$ cat config.mk
export PLATFORM = sky130hd
export DESIGN_NAME = uart_ss_tx
export DESIGN_NICKNAME = d
export VERILOG_FILES = /design/src/rtl/uart_ss_pkg.sv /design/src/rtl/uart_ss_baud_tick.sv /design/src/rtl/uart_ss_tx.sv
export SDC_FILE = /design/constraint.sdc
export NUM_CORES = 1
export LEC_CHECK = 0
export BUFFER_PORTS_ARGS = -buffer_cell sky130_fd_sc_hd__buf_2
export CAP_MARGIN = 20
export CORE_MARGIN = 3
export CORE_UTILIZATION = 40
export DETAILED_ROUTE_END_ITERATION = 10
export PLACE_DENSITY = 0.55
export SLEW_MARGIN = 40
export SYNTH_ARGS = -nofsm -noshare
export SYNTH_HDL_FRONTEND = slang
export SYNTH_HIERARCHICAL = 1
export SYNTH_SLANG_ARGS = --single-unit
$ cat constraint.sdc
create_clock -name i_clk -period 2.8 [get_ports i_clk]
set_input_delay 0.7 -clock i_clk [delete_from_list [all_inputs] [get_ports i_clk]]
set_output_delay 0.7 -clock i_clk [all_outputs]
set_load 0.02 [all_outputs]
$ cat src/rtl/uart_ss_pkg.sv
// Shared types and helpers for the UART_SS subsystem.
// The TX FSM states, the idle line level and the parity function are also used by the RX side.
package uart_ss_pkg;

  typedef enum logic [2:0] {IDLE, START, DATA, PARITY, STOP} uart_tx_state_e;

  localparam logic UART_IDLE_LVL = 1'b1;

  // Callers zero-extend narrower words, so the unused upper bits do not affect the result.
  function automatic logic uart_parity(input logic [8:0] data, input logic odd);
    return (^data) ^ odd;
  endfunction

endpackage

$ cat src/rtl/uart_ss_baud_tick.sv
// Bit-period timer: o_tick pulses for one cycle every CLKS_PER_BIT cycles.
// i_clear restarts the period so that the next tick is a full bit away.
module uart_ss_baud_tick #(
  parameter int CLKS_PER_BIT = 434
) (
  input  logic i_clk,
  input  logic i_rst,
  input  logic i_clear,
  output logic o_tick
);

  if (CLKS_PER_BIT < 2) begin : g_bad_clks
    $error("uart_ss_baud_tick: CLKS_PER_BIT must be >= 2");
  end

  localparam int unsigned CW = $clog2(CLKS_PER_BIT);
  localparam logic [CW-1:0] LAST = CW'(CLKS_PER_BIT - 1);

  logic [CW-1:0] cnt;

  always_ff @(posedge i_clk or posedge i_rst) begin
    if (i_rst) begin
      cnt <= '0;
    end else if (i_clear || (cnt == LAST)) begin
      cnt <= '0;
    end else begin
      cnt <= cnt + 1'b1;
    end
  end

  assign o_tick = (cnt == LAST);

endmodule

$ cat src/rtl/uart_ss_tx.sv
// UART transmitter: start bit, DATA_BITS data bits LSB first, optional parity, 1 or 2 stop bits.
// o_tx is registered and updated on the same edge as the state, so it moves only at bit boundaries.
module uart_ss_tx
  import uart_ss_pkg::*;
#(
  parameter int CLKS_PER_BIT = 434,
  parameter int DATA_BITS    = 8,
  parameter int PARITY_EN    = 0,
  parameter int PARITY_ODD   = 0,
  parameter int STOP_BITS    = 1
) (
  input  logic                 i_clk,
  input  logic                 i_rst,
  input  logic [DATA_BITS-1:0] i_data,
  input  logic                 i_valid,
  output logic                 o_ready,
  output logic                 o_tx,
  output logic                 o_busy,
  output logic                 o_done
);

  if ((DATA_BITS < 5) || (DATA_BITS > 9)) begin : g_bad_data_bits
    $error("uart_ss_tx: DATA_BITS must be in 5..9");
  end
  if ((STOP_BITS < 1) || (STOP_BITS > 2)) begin : g_bad_stop_bits
    $error("uart_ss_tx: STOP_BITS must be 1 or 2");
  end

  localparam int unsigned BW = $clog2(DATA_BITS + 1);
  localparam logic [BW-1:0] LAST_BIT = BW'(DATA_BITS - 1);

  uart_tx_state_e       state;
  logic [DATA_BITS-1:0] shreg;
  logic [BW-1:0]        bit_idx;
  logic                 stop_cnt;
  logic                 par_bit;
  logic                 tx_q;
  logic                 tick;
  logic                 accept;
  logic                 stop_last;

  assign accept    = i_valid && (state == IDLE);
  assign stop_last = (stop_cnt == 1'(STOP_BITS - 1));

  // Clearing on the handshake edge aligns the first tick with the end of the start bit.
  uart_ss_baud_tick #(
    .CLKS_PER_BIT(CLKS_PER_BIT)
  ) u_baud (
    .i_clk  (i_clk),
    .i_rst  (i_rst),
    .i_clear(accept),
    .o_tick (tick)
  );

  always_ff @(posedge i_clk or posedge i_rst) begin
    if (i_rst) begin
      state    <= IDLE;
      tx_q     <= UART_IDLE_LVL;
      shreg    <= '0;
      bit_idx  <= '0;
      stop_cnt <= 1'b0;
      par_bit  <= 1'b0;
    end else begin
      case (state)
        IDLE: begin
          if (i_valid) begin
            shreg    <= i_data;
            par_bit  <= uart_parity(9'(i_data), PARITY_ODD != 0);
            bit_idx  <= '0;
            stop_cnt <= 1'b0;
            tx_q     <= ~UART_IDLE_LVL;
            state    <= START;
          end
        end
        START: begin
          if (tick) begin
            tx_q  <= shreg[0];
            shreg <= shreg >> 1;
            state <= DATA;
          end
        end
        DATA: begin
          if (tick) begin
            if (bit_idx == LAST_BIT) begin
              if (PARITY_EN != 0) begin
                tx_q  <= par_bit;
                state <= PARITY;
              end else begin
                tx_q  <= UART_IDLE_LVL;
                state <= STOP;
              end
            end else begin
              tx_q    <= shreg[0];
              shreg   <= shreg >> 1;
              bit_idx <= bit_idx + 1'b1;
            end
          end
        end
        PARITY: begin
          if (tick) begin
            tx_q  <= UART_IDLE_LVL;
            state <= STOP;
          end
        end
        STOP: begin
          if (tick) begin
            if (stop_last) begin
              state <= IDLE;
            end else begin
              stop_cnt <= 1'b1;
            end
          end
        end
        default: state <= IDLE;
      endcase
    end
  end

  assign o_tx    = tx_q;
  assign o_ready = (state == IDLE);
  assign o_busy  = (state != IDLE);
  assign o_done  = (state == STOP) && stop_last && tick;

endmodule
==> impl_summary.log <==
INFO  metric die_w = 64.77 um
INFO  metric multiInputGateArea = 686.9 um^2
INFO  metric clock_buffer_count_from_cts = 3
INFO  metric grt_start_max_net_pins = 17
INFO  metric grt_most_used_layer = met2
INFO  metric drt_wl_total = 2.372 mm
INFO  metric async_reset_ff_share = 100.0%
INFO  metric groute.usage.overall = 12.42%
INFO  metric synth_area_per_cell = 10.54 um^2
INFO  metric nNetsFinal = 160
INFO  metric layout_commonest_cell = sky130_fd_sc_hd__dfrtp_1
INFO  metric timing.hold.worst.class = in -> async
INFO  metric clk_transition_reported_paths = 140 ps
INFO  metric place_hpwl = 1.779 mm
INFO  metric h_tree_depth = 1
INFO  metric count_of_hold_fix_buffers_inserted_at_cts = 0
INFO  metric finalCritPeriodShare = 91.32%
INFO  metric global_route.usage.met3 = 2.253%
INFO  metric cts-root-to-sink-buffers = 2
INFO  metric synth_seq_area_share = 45.38%
INFO  metric ff2ff_setup_slack = 590 ps
INFO  metric post_synth_instance_area = 1381 um^2
INFO  metric route.detailed.drc = 0
INFO  metric syn-num-nets = 145
INFO  metric cts-resized-gates = 0
INFO  metric rows = 20
INFO  metric achievable-frequency = 391.1 MHz
INFO  metric ys_ff_latch = 25
INFO  metric final_cell_count_no_fill = 189
INFO  metric placement.io_buffers = 14
INFO  metric mean_number_of_vias_per_cell = 5.212
INFO  metric ys.flop_type = sky130_fd_sc_hd__dfrtp_1
INFO  metric tritoncts_num_sinks = 25
INFO  metric drt_pre_antenna_iters = 5
INFO  metric critPathSlowestCell = sky130_fd_sc_hd__dfrtp_1
INFO  metric cap_viol_max_count = 0
INFO  metric relative_area_change_from_synthesis_to_final_layout = 8.786%
INFO  metric cpLargestDelayFamily = simple AND/OR/NAND/NOR gates
INFO  metric drtIter0Drc = 76
INFO  metric ir_drop = 0.0001848 V
INFO  metric dpl_worst_slack = 612.2 ps
INFO  metric finalClockSkew = 15.81 ps
INFO  metric power_leakage = 0.6668 nW
INFO  metric worst_path_setup_slack_after_routing = 243.1 ps
INFO  metric post_cts_setup_driven_buffer_insertion_count = 0
INFO  metric worst-slew-pin-transition = 602.9 ps
INFO  metric clock_insertion_delay_worst_skew = 320 ps
INFO  metric critical_path.n_buffers_inverters = 2
INFO  metric worstReg2RegStart = u_baud/cnt[0]$_DFF_PP0_
INFO  metric die_h = 64.77 um
INFO  metric clock_tree_from_tritoncts = done
INFO  metric use_met2 = 18.39%
INFO  metric postSynthCellCount = 131
INFO  metric final_max_slew_viol_count = 0
INFO  metric design.core.area = 3178 um^2
INFO  metric placedCellCount = 185
INFO  metric ratio_of_cells_with_drive_above_1_in_the_final_layout = 27.59%
INFO  metric startpoint_type_of_the_worst_setup_path = flip-flop
INFO  metric timing.final.setup_violations = 0
INFO  metric crit_chain = or3_4 > nor3_1 > buf_4 > and3_1 > buf_2
INFO  metric initial_core_utilization = 43.46%
INFO  metric report.final.hold_viol_count = 0
INFO  metric yosys_synthesis_warning_count = 6
INFO  metric ports = 15
INFO  metric layout.cells.most_common_list = 24 x sky130_fd_sc_hd__dfrtp_1, 15 x sky130_fd_sc_hd__mux2_2, 14 x sky130_fd_sc_hd__buf_2
INFO  metric maxSlewHeadroom = 59.76%
INFO  metric critical_path_class = reg -> out
INFO  metric synth.lib_cells_used.distinct = 39
INFO  metric register_area = 626.9 um^2
INFO  metric gr-usage-met1 = 18.22%
INFO  metric drt_antenna_net_count = 0
INFO  metric antennaDiodeCount = 0
INFO  metric crit_path_dat = 1860 ps
INFO  metric cts-root-buf = sky130_fd_sc_hd__clkbuf_4
INFO  metric timing.critical_path.fanout_max = 9
INFO  metric worstSetupEndpointType = output pin
INFO  metric route.detailed.wl_per_inst = 12.55 um
INFO  metric grt_setup_unrepaired = false
INFO  metric place_congestion = 0.7910
INFO  metric design.die.area = 4195 um^2
INFO  metric globalRouteOverflowTotal = 0
INFO  metric run_status = complete, no violations
INFO  metric grt_first_pass_wirelength = 4.133 mm
INFO  metric critPathRequiredTime = 2100 ps
INFO  metric grt_antenna_before_repair = 0
INFO  metric grt_pass1_vias = 928
INFO  metric dr_total_vias = 985
INFO  metric power_density = 358.3 nW/um^2
INFO  metric startpoint = u_baud/cnt[2]$_DFF_PP0_
INFO  metric post-route-min-period = 2557 ps
INFO  metric tns = 0 ps
INFO  metric timing.critical_path.slowest_cell_delay = 470 ps
INFO  metric num-fill-cells = 311
INFO  metric number_of_enable_flip_flop_cells_after_synthesis = 0
-- cells in the mapped netlist (2+ instances only) --
library cell	number	share of area, %
sky130_fd_sc_hd__dfrtp_1	24	43
sky130_fd_sc_hd__nor3_1	3	1.1
sky130_fd_sc_hd__clkbuf_1	2	0.54
sky130_fd_sc_hd__nor2_1	8	2.2
sky130_fd_sc_hd__o22ai_1	2	0.91
sky130_fd_sc_hd__ha_1	3	2.7
sky130_fd_sc_hd__xnor2_1	3	1.9
sky130_fd_sc_hd__o21ai_0	5	1.8
sky130_fd_sc_hd__a21oi_1	3	1.1
sky130_fd_sc_hd__nand2_1	13	3.5
sky130_fd_sc_hd__mux2_2	15	12
sky130_fd_sc_hd__inv_1	8	2.2
sky130_fd_sc_hd__mux2i_1	3	2.2
sky130_fd_sc_hd__nor2b_1	2	0.91
sky130_fd_sc_hd__o31ai_4	2	3.1
sky130_fd_sc_hd__nor2_2	2	0.91
sky130_fd_sc_hd__xor2_1	2	1.3
sky130_fd_sc_hd__a31oi_1	3	1.4
sky130_fd_sc_hd__nand2b_1	3	1.4
sky130_fd_sc_hd__nand3_1	4	1.4
sky130_fd_sc_hd__nand3b_1	2	1.1
sky130_fd_sc_hd__or3_1	2	0.91
-- final timing paths --
check | end | cells after the start
worst min-delay path | u_baud/cnt[1]$_DFF_PP0_ | 2
min in group i_clk | bit_idx[2]$_DFFE_PP0P_ | 1
worst max register to register | shreg[2]$_DFFE_PP0P_ | 8
worst min register to register | bit_idx[2]$_DFFE_PP0P_ | 1
worst max-delay path | o_done | 5
max in group asynchronous | shreg[7]$_DFFE_PP0P_ | 2
-- power by group --
part	internal [mW]	switching [mW]
sequential	0.361	0
combinational	0.00568	0.00953
clock	0.0556	0.106
-- worst reg2reg max path: cells and delay by family (launching register included) --
kind / cells / cell delay (ps)
flops: 1 / 460
compound gates: 1 / 450
simple gates: 4 / 400
mux: 1 / 390
fa+ha+maj: 1 / 230
buf+inv: 1 / 170
-- cell type report --
class / count / share of cell area, %
clock buffers: 4 / 1.749
inverters: 8 / 1.998
multi-input cells: 93 / 45.71
flip-flops and latches: 25 / 41.72
well taps: 44 / 3.664
repair buffers: 15 / 5.162
-- registers in the layout (all words and copies together) (netlist names) --
signal	flops
shreg	8
state	3
u_baud/cnt	9
bit_idx	4
o_tx	1
-- metrics by stage --
stage | hold WS [ps] | total power, mW | utilization (%) | area, um^2
2_1_floorplan | 460.1 | 0.3747 | - | 1381
6_report | 321.5 | 0.5384 | 47.28 | 1503
3_5_place_dp | 488.2 | 0.3840 | 46.46 | 1476
5_1_grt | 325.6 | 0.5625 | 47.28 | 1503
3_3_place_gp | 478.3 | 0.3837 | 46.46 | 1476
4_1_cts | 333.2 | 0.5457 | 47.28 | 1503
-- kinds of logic after synthesis --
group / count (synthesis) / share of synthesized area (%)
simple gates: 47 / 18.30
flops: 25 / 45.38
buf+inv: 13 / 4.891
xor+xnor: 5 / 3.171
compound gates: 20 / 11.14
mux: 18 / 14.40
fa+ha+maj: 3 / 2.718
-- layer usage --
metal / up-vias / share of wire, %
met1: 475 / 51
li1: 489 / -
met5: - / 0
met2: 16 / 45
met4: 0 / 1.3
met3: 5 / 3.3
(Power assumes the default switching activity.)
